### config.mk
export PLATFORM = sky130hd
export DESIGN_NAME = gf3m_serial_mult
export DESIGN_NICKNAME = d
export VERILOG_FILES = /design/src/rtl/gf3m_serial_mult.sv
export SDC_FILE = /design/constraint.sdc
export NUM_CORES = 2
export LEC_CHECK = 0
export BUFFER_PORTS_ARGS = -buffer_cell sky130_fd_sc_hd__buf_2
export CAP_MARGIN = 25
export CORE_MARGIN = 2
export CORE_UTILIZATION = 40
export DETAILED_ROUTE_END_ITERATION = 6
export HOLD_SLACK_MARGIN = 0.03
export PLACE_DENSITY_LB_ADDON = 0.1
export SYNTH_ARGS = -nofsm -noshare
export SYNTH_HDL_FRONTEND = slang
export SYNTH_SLANG_ARGS = --single-unit
export TNS_END_PERCENT = 30
### constraint.sdc
create_clock -name clk -period 5.56 [get_ports clk]
set_input_delay 1.112 -clock clk [delete_from_list [all_inputs] [get_ports clk]]
set_output_delay 1.112 -clock clk [all_outputs]
set_load 0.01 [all_outputs]
### src/rtl/gf3m_serial_mult.sv
// Bit-serial GF(3^M) multiplier over the trinomial x^M + x^K + 2, one b coefficient per cycle, MSB first.
// Define GF3M_MAC_EN to add port c and an ADD state producing out = a*b + c.
module gf3m_serial_mult #(
  parameter int unsigned M = 97,
  parameter int unsigned K = 12
) (
  input  logic             clk,
  input  logic             reset,
  input  logic             start,
  input  logic [2*M-1:0]   a,
  input  logic [2*M-1:0]   b,
`ifdef GF3M_MAC_EN
  input  logic [2*M-1:0]   c,
`endif
  output logic             busy,
  output logic             done,
  output logic [2*M-1:0]   out
);

  localparam int unsigned W  = 2 * M;
  localparam int unsigned CW = (M > 1) ? $clog2(M) : 1;

  localparam logic [1:0] IDLE = 2'd0;
  localparam logic [1:0] RUN  = 2'd1;
`ifdef GF3M_MAC_EN
  localparam logic [1:0] ADD  = 2'd2;
`endif

  // Coefficient helpers; operands are pre-normalised so 11 never reaches add3.
  function automatic logic [1:0] norm3(input logic [1:0] x);
    return (x == 2'b11) ? 2'b00 : x;
  endfunction

  function automatic logic [1:0] add3(input logic [1:0] x, input logic [1:0] y);
    logic [2:0] s;
    s = {1'b0, x} + {1'b0, y};
    if (s >= 3'd3) s = s - 3'd3;
    return s[1:0];
  endfunction

  function automatic logic [1:0] mul3(input logic [1:0] x, input logic [1:0] y);
    logic [1:0] r;
    case ({x, y})
      4'b0101: r = 2'd1;
      4'b0110: r = 2'd2;
      4'b1001: r = 2'd2;
      4'b1010: r = 2'd1;
      default: r = 2'd0;
    endcase
    return r;
  endfunction

  function automatic logic [W-1:0] norm_vec(input logic [W-1:0] v);
    logic [W-1:0] r;
    r = '0;
    for (int unsigned i = 0; i < M; i++) r[2*i +: 2] = norm3(v[2*i +: 2]);
    return r;
  endfunction

  logic [1:0]    state_q, state_d;
  logic [W-1:0]  acc_q, acc_d;
  logic [W-1:0]  a_q, a_d;
  logic [W-1:0]  b_q, b_d;
  logic [CW-1:0] cnt_q, cnt_d;
  logic [W-1:0]  out_q, out_d;
  logic          done_q, done_d;
`ifdef GF3M_MAC_EN
  logic [W-1:0]  c_q, c_d;
  logic [W-1:0]  acc_plus_c;
`endif

  logic [1:0]    top_coef;
  logic [1:0]    b_coef;
  logic [W-1:0]  acc_shift;
  logic [W-1:0]  acc_next;

  // acc*x mod P: shift up one coefficient, fold the outgoing one back as 2t at x^K and t at x^0.
  always_comb begin
    top_coef  = acc_q[W-1 -: 2];
    acc_shift = {acc_q[W-3:0], 2'b00};
    acc_shift[2*K +: 2] = add3(acc_shift[2*K +: 2], mul3(2'd2, top_coef));
    acc_shift[1:0]      = add3(acc_shift[1:0], top_coef);
  end

  always_comb begin
    b_coef   = b_q[{cnt_q, 1'b0} +: 2];
    acc_next = '0;
    for (int unsigned i = 0; i < M; i++) begin
      acc_next[2*i +: 2] = add3(acc_shift[2*i +: 2], mul3(b_coef, a_q[2*i +: 2]));
    end
  end

`ifdef GF3M_MAC_EN
  always_comb begin
    acc_plus_c = '0;
    for (int unsigned i = 0; i < M; i++) begin
      acc_plus_c[2*i +: 2] = add3(acc_q[2*i +: 2], c_q[2*i +: 2]);
    end
  end
`endif

  always_comb begin
    state_d = state_q;
    acc_d   = acc_q;
    a_d     = a_q;
    b_d     = b_q;
    cnt_d   = cnt_q;
    out_d   = out_q;
    done_d  = 1'b0;
`ifdef GF3M_MAC_EN
    c_d     = c_q;
`endif
    case (state_q)
      IDLE: begin
        if (start) begin
          a_d     = norm_vec(a);
          b_d     = norm_vec(b);
`ifdef GF3M_MAC_EN
          c_d     = norm_vec(c);
`endif
          acc_d   = '0;
          cnt_d   = CW'(M - 1);
          state_d = RUN;
        end
      end
      RUN: begin
        acc_d = acc_next;
        if (cnt_q == '0) begin
`ifdef GF3M_MAC_EN
          state_d = ADD;
`else
          out_d   = acc_next;
          done_d  = 1'b1;
          state_d = IDLE;
`endif
        end else begin
          cnt_d = cnt_q - 1'b1;
        end
      end
`ifdef GF3M_MAC_EN
      ADD: begin
        out_d   = acc_plus_c;
        done_d  = 1'b1;
        state_d = IDLE;
      end
`endif
      default: state_d = IDLE;
    endcase
  end

  always_ff @(posedge clk) begin
    if (reset) begin
      state_q <= IDLE;
      acc_q   <= '0;
      a_q     <= '0;
      b_q     <= '0;
      cnt_q   <= '0;
      out_q   <= '0;
      done_q  <= 1'b0;
`ifdef GF3M_MAC_EN
      c_q     <= '0;
`endif
    end else begin
      state_q <= state_d;
      acc_q   <= acc_d;
      a_q     <= a_d;
      b_q     <= b_d;
      cnt_q   <= cnt_d;
      out_q   <= out_d;
      done_q  <= done_d;
`ifdef GF3M_MAC_EN
      c_q     <= c_d;
`endif
    end
  end

  assign busy = (state_q != IDLE);
  assign done = done_q;
  assign out  = out_q;

endmodule

Word-level counts from Yosys, hierarchy flattened
Cells that the tools add are included.
- $add $sub $neg: 198
- magnitude comparators: 99
- eq/ne operators: 588
- shifts and indexed selects: 1
- multiplexer cells: 400
- bitwise gates (word level): 1
- reduce and logical (&&, ||, !) cells: 204
- operators by type and width (operator ; count):
    equality test 4 x 3 -> 1 bit, second input constant ; 194
    equality test 4 bit, second input constant ; 194
    2-to-1 mux 2 bit ; 295
    one-hot mux 2 bit (2 select lines) ; 99
    equality test 2 bit, second input constant ; 195
    OR reduction 2 bit ; 195
    one-hot mux 194 bit (2 select lines) ; 1
    adder 2 x 2 -> 3 bit ; 98
    greater-or-equal comparator 3 x 2 -> 1 bit, second input constant ; 98
    subtractor 2 bit, second input constant ; 99
    2-to-1 mux 194 bit ; 1
    variable part select 194 x 9 -> 2 bit ; 1
    2-to-1 mux 7 bit ; 2
    one-hot mux 7 bit (2 select lines) ; 1
    AND reduction 2 bit ; 4
    logical NOT 7 bit ; 1
    subtractor 7 x 1 -> 7 bit, second input constant ; 1
    inequality test 2 bit, second input constant ; 3
    equality test 2 x 1 -> 1 bit, second input constant ; 2
    nonzero test 2 bit ; 2
    AND reduction 3 bit ; 1
    greater-or-equal comparator 2 bit, second input constant ; 1
    logical NOT 2 bit ; 1
    2-to-1 mux 1 bit ; 1
    NOT 1 bit ; 1
- bits in registers: 786
- input bits: 391
- output and inout bits: 196
- word-level logic and storage cells: 1498

Depth between registers and ports, before layout
- depth in word-level cells: 9
- mapped depth: 23
- mapped depth without buffers: 18

Worst setup path before layout
No wires, ideal clock.
- path kind: register to register
- from: register cnt_q[0]
- to: register out_q[193], in the netlist out[193]
- setup time: 0.071 ns
- arrival time: 4.082 ns
- data required time: 5.489 ns
- setup slack: 1.407 ns
- cell stages (with the launch flop): 22
- period minus slack after synthesis: 4.153 ns
- cells stage by stage: dfxtp_1 buf_6 buf_6 mux4_2 mux2i_1 o22ai_1 or4_4 o21ai_2 nand2_2 buf_6 buf_6 o22ai_1 ha_1 inv_1 fa_1 inv_1 ha_1 nor2b_1 a21oi_1 a21oi_1 nand2_1 a21oi_1
- word-level cells in the longest chain between the ends: 7
- RTL lines (item ; RTL line ; RTL):
    from (decl) ; 64 ; logic [CW-1:0] cnt_q, cnt_d;
    from (signal assigned) ; 168 ; cnt_q <= cnt_d;
    variable part select 194 x 9 -> 2 bit ; 86 ; b_coef = b_q[{cnt_q, 1'b0} +: 2];
    equality test 4 bit or equality test 4 x 3 -> 1 bit (tied branches) ; 43 ; case ({x, y})
    OR reduction 2 bit (no line) ; -- ;
    one-hot mux 2 bit (2 select lines) ; 43 ;
    adder 2 x 2 -> 3 bit ; 36 ; s = {1'b0, x} + {1'b0, y};
    greater-or-equal comparator 3 x 2 -> 1 bit or subtractor 2 bit (tied branches) ; 37 ; if (s >= 3'd3) s = s - 3'd3;
    2-to-1 mux 2 bit ; 37 ;
    to (signal assigned) ; 169 ; out_q <= out_d;
    to (decl) ; 65 ; logic [W-1:0] out_q, out_d;
Parallel ways exist; a longest one is shown, timed or not.
A chain may end at the register's enable or synchronous reset.

Final worst setup path
- from: register cnt_q[1]
- to: register out_q[140], in the netlist out[140]
Same word-level chain as after synthesis.

==> metrics.cfg <==
[floorplanning]
fp-row-count=118
dieHeight_um=327
dieArea_um2=107000
core_um2=103000
die_w_um=327
start_util_pct=40.3
io_pins=587

[route]
wire_per_inst_um=17.8
drc=0
drtAntennaViolNets=0
drt-total-wl_mm=122
wl_met3_mm=6.35
route.met2.wl_mm=55.2
dr.pass1.iters=5
wl_met1_mm=57.1
vias=35600
drt_iter0_drc=1711
highest_layer=met5
via_per_inst=5.18

[synthesis]
synthCells=5023
yosys-top-cells-area=dfxtp_1 (38%), nor3b_1 (11%), a21oi_1 (9.5%)
synth_area_leader_cell=dfxtp_1
yosys_warnings=0
avgSynthCellArea_um2=8.29
synth_edf_count=0
synth_seq_area_share_pct=37.7
synth_async_sr_flop_share_pct=0
ys_ff_latch=785
synthFlopType=dfxtp_1
synth_cell_type_count=46
synth_area_um2=41600
syn-num-nets=5710
synth.top_cell.area_share_pct=37.7

[sta]
final-setup-viol-count=0
rsz0062_at_grt=false
slew_headroom_pct=31.4
fin_crit_ns=5.10
period_share_pct=91.8
slew_violations=0
tns_ns=0
hold_violations=0
fin_skew_ns=0.0236
fmax_mhz=196
tightestPinTransition_ns=1.03

[grt]
grt_pass1_wl_mm=190
antenna_found_initial=13
first_global_vias=34100
groute.usage.overall_pct=22.3
grt_start_max_net_pins=205
grt-ovfl-total=0

[critical_path]
end_kind=flop
crit_required_ns=6.15
crit_path_max_incr_delay_ns=0.72
crit_path_cell_trace=buf_4, mux4_2, mux2i_1, o22ai_1, or4_4, o21ai_2, nand2_8, buf_4, o22ai_1, ha_1, inv_1, fa_1, inv_1, ha_1, nand3b_1, a21oi_1, nor2_1, nor3_1
critPathKind=flop to flop
worst-path-max-fanout=34
worst-path-buf-inv=4
crit_family=simple AND/OR/NAND/NOR gates
cpMaxStageDelayCell=dfxtp_2
critical_path.startpoint_type=flop
cp.arrival_ns=5.69

[power]
p_sw_share_pct=28.9
p_leak_nw=19.5
vdd_drop_max_v=0.000191
seqPwrFrac_pct=41.6
p_comb_share_pct=16.5
clkPwrFrac_pct=41.9
intPower_mw=10.3
p_sw_mw=4.20
power_density_nw_per_um2=298

[placed_design]
place.gp.congestion=0.787
dp_hpwl_mm=84.9
dpl_cell_area_um2=45600
io_buffers=586

[min_path]
hold_class=flop to flop

[clock_tree]
cts.sinks=785
cts_root_buf=clkbuf_16
numCtsBuffers=92
clkSlewWorstSetupHoldPaths_ns=0.06
cts_tree=done
clock_latency_ns=0.67
cts_max_level=3
cts_max_path_buffers=3

[finish]
syn_to_final_growth_pct=16.9
finalNetCount=6104
drive_gt1_share_pct=15.4
layout_common_cells=nor2_1 (794), a21oi_1 (788), dfxtp_1 (781)
mostFrequentLayoutCell=nor2_1
design_area_um2=48700

[status]
status=completed

[job]
cap_viol_max_count=0

sequential cells by signal, summed over array words and instances (netlist names):
name	cells
a_q	194
acc_q	194
b_q	194
cnt_q	7
done	1
out	194
state_q	1
cell families (layout without fill, tap and decap cells):
kind of cell | count (synthesis) | after routing | synth area share [%]
other | 0 | 5 | 0
DFF | 785 | 785 | 37.7
muxes | 68 | 68 | 2.73
AOI/OAI and AO/OA | 1113 | 1113 | 15.3
adders and majority gates | 296 | 296 | 10.7
buffers and inverters | 639 | 1101 | 6.17
and+or+nand+nor | 2122 | 2122 | 27.4
final timing paths:
kind	cells after the start	startpoint	slack (ns)	endpoint
worst max-delay path	18	cnt_q[1]	0.46	out[140]
worst min-delay path	2	out[113]	0.45	out[113]
worst max register to register	18	cnt_q[1]	0.46	out[140]
worst min register to register	2	out[113]	0.45	out[113]
cell usage after synthesis, types with 6 or more instances:
library cell and count:
a22o_1 7, inv_1 296, nand2_1 204, clkbuf_1 277
buf_6 17, a22oi_1 9, o22a_1 89, buf_2 32
nand2b_1 184, mux4_2 36, nor2b_1 31, o21a_1 98
nand3b_1 98, a21oi_1 788, ha_1 198, buf_1 16
nor2_1 795, a211oi_1 8, nand3_1 7, o22ai_1 95
fa_1 98, nor3_1 197, nor3b_1 585, dfxtp_1 785
o21ai_0 6, mux2i_1 27
layer usage:
metal / track usage [%] / vias to the layer above
met4: 7.09 / 4
met2: 36.2 / 730
met1: 30.0 / 16600
li1: - / 18100
met5: 0 / -
met3: 4.06 / 167
area by class of cell:
| type | count | area, um^2 |
|---|---|---|
| diodes | 5 | 12.5 |
| clock inverters | 26 | 251 |
| repair buffers | 643 | 3660 |
| inverters | 296 | 1110 |
| flip-flops and latches | 785 | 15700 |
| clock buffers | 136 | 2780 |
| multi-input cells | 3599 | 23400 |
| fillers | 10300 | 54700 |
| well taps | 1380 | 1730 |
worst reg2reg max path, stage by stage, from the launching register on:
cell      delay [ns]
dfxtp_2         0.72
buf_4           0.32
mux4_2          0.33
mux2i_1         0.21
o22ai_1         0.10
or4_4           0.56
o21ai_2         0.30
nand2_8         0.27
buf_4           0.36
o22ai_1         0.20
ha_1            0.16
inv_1           0.04
fa_1            0.51
inv_1           0.05
ha_1            0.18
nand3b_1        0.18
a21oi_1         0.29
nor2_1          0.10
nor3_1          0.14
per-stage QoR:
step	setup WS [ns]	util [%]	power, mW	cells	hold slack (ns)
floorplan	1.41	-	7.70	5023	0.449
global placement	0.453	44.1	8.53	6702	0.440
detailed placement	0.398	44.1	8.56	6702	0.445
CTS	0.383	47.1	14.7	6864	0.452
global route	0.122	47.1	15.2	6868	0.474
finish	0.457	47.1	14.5	6870	0.449
power groups by stage:
| stage | logic, mW | clock network, mW | registers (mW) |
|---|---|---|---|
| floorplan | 1.58 | 0 | 6.11 |
| global placement | 2.36 | 0 | 6.16 |
| detailed placement | 2.40 | 0 | 6.16 |
| CTS | 2.41 | 6.24 | 6.04 |
| global route | 2.65 | 6.44 | 6.06 |
| finish | 2.39 | 6.07 | 6.04 |
what timing repair did:
action,in CTS,in global routing
setup buffers,0,1
endpoints found under the setup margin,0,1
endpoints found under the hold margin,0,0
gates resized for setup,0,0
hold buffers,0,0
Power figures use the tool's default switching activity.
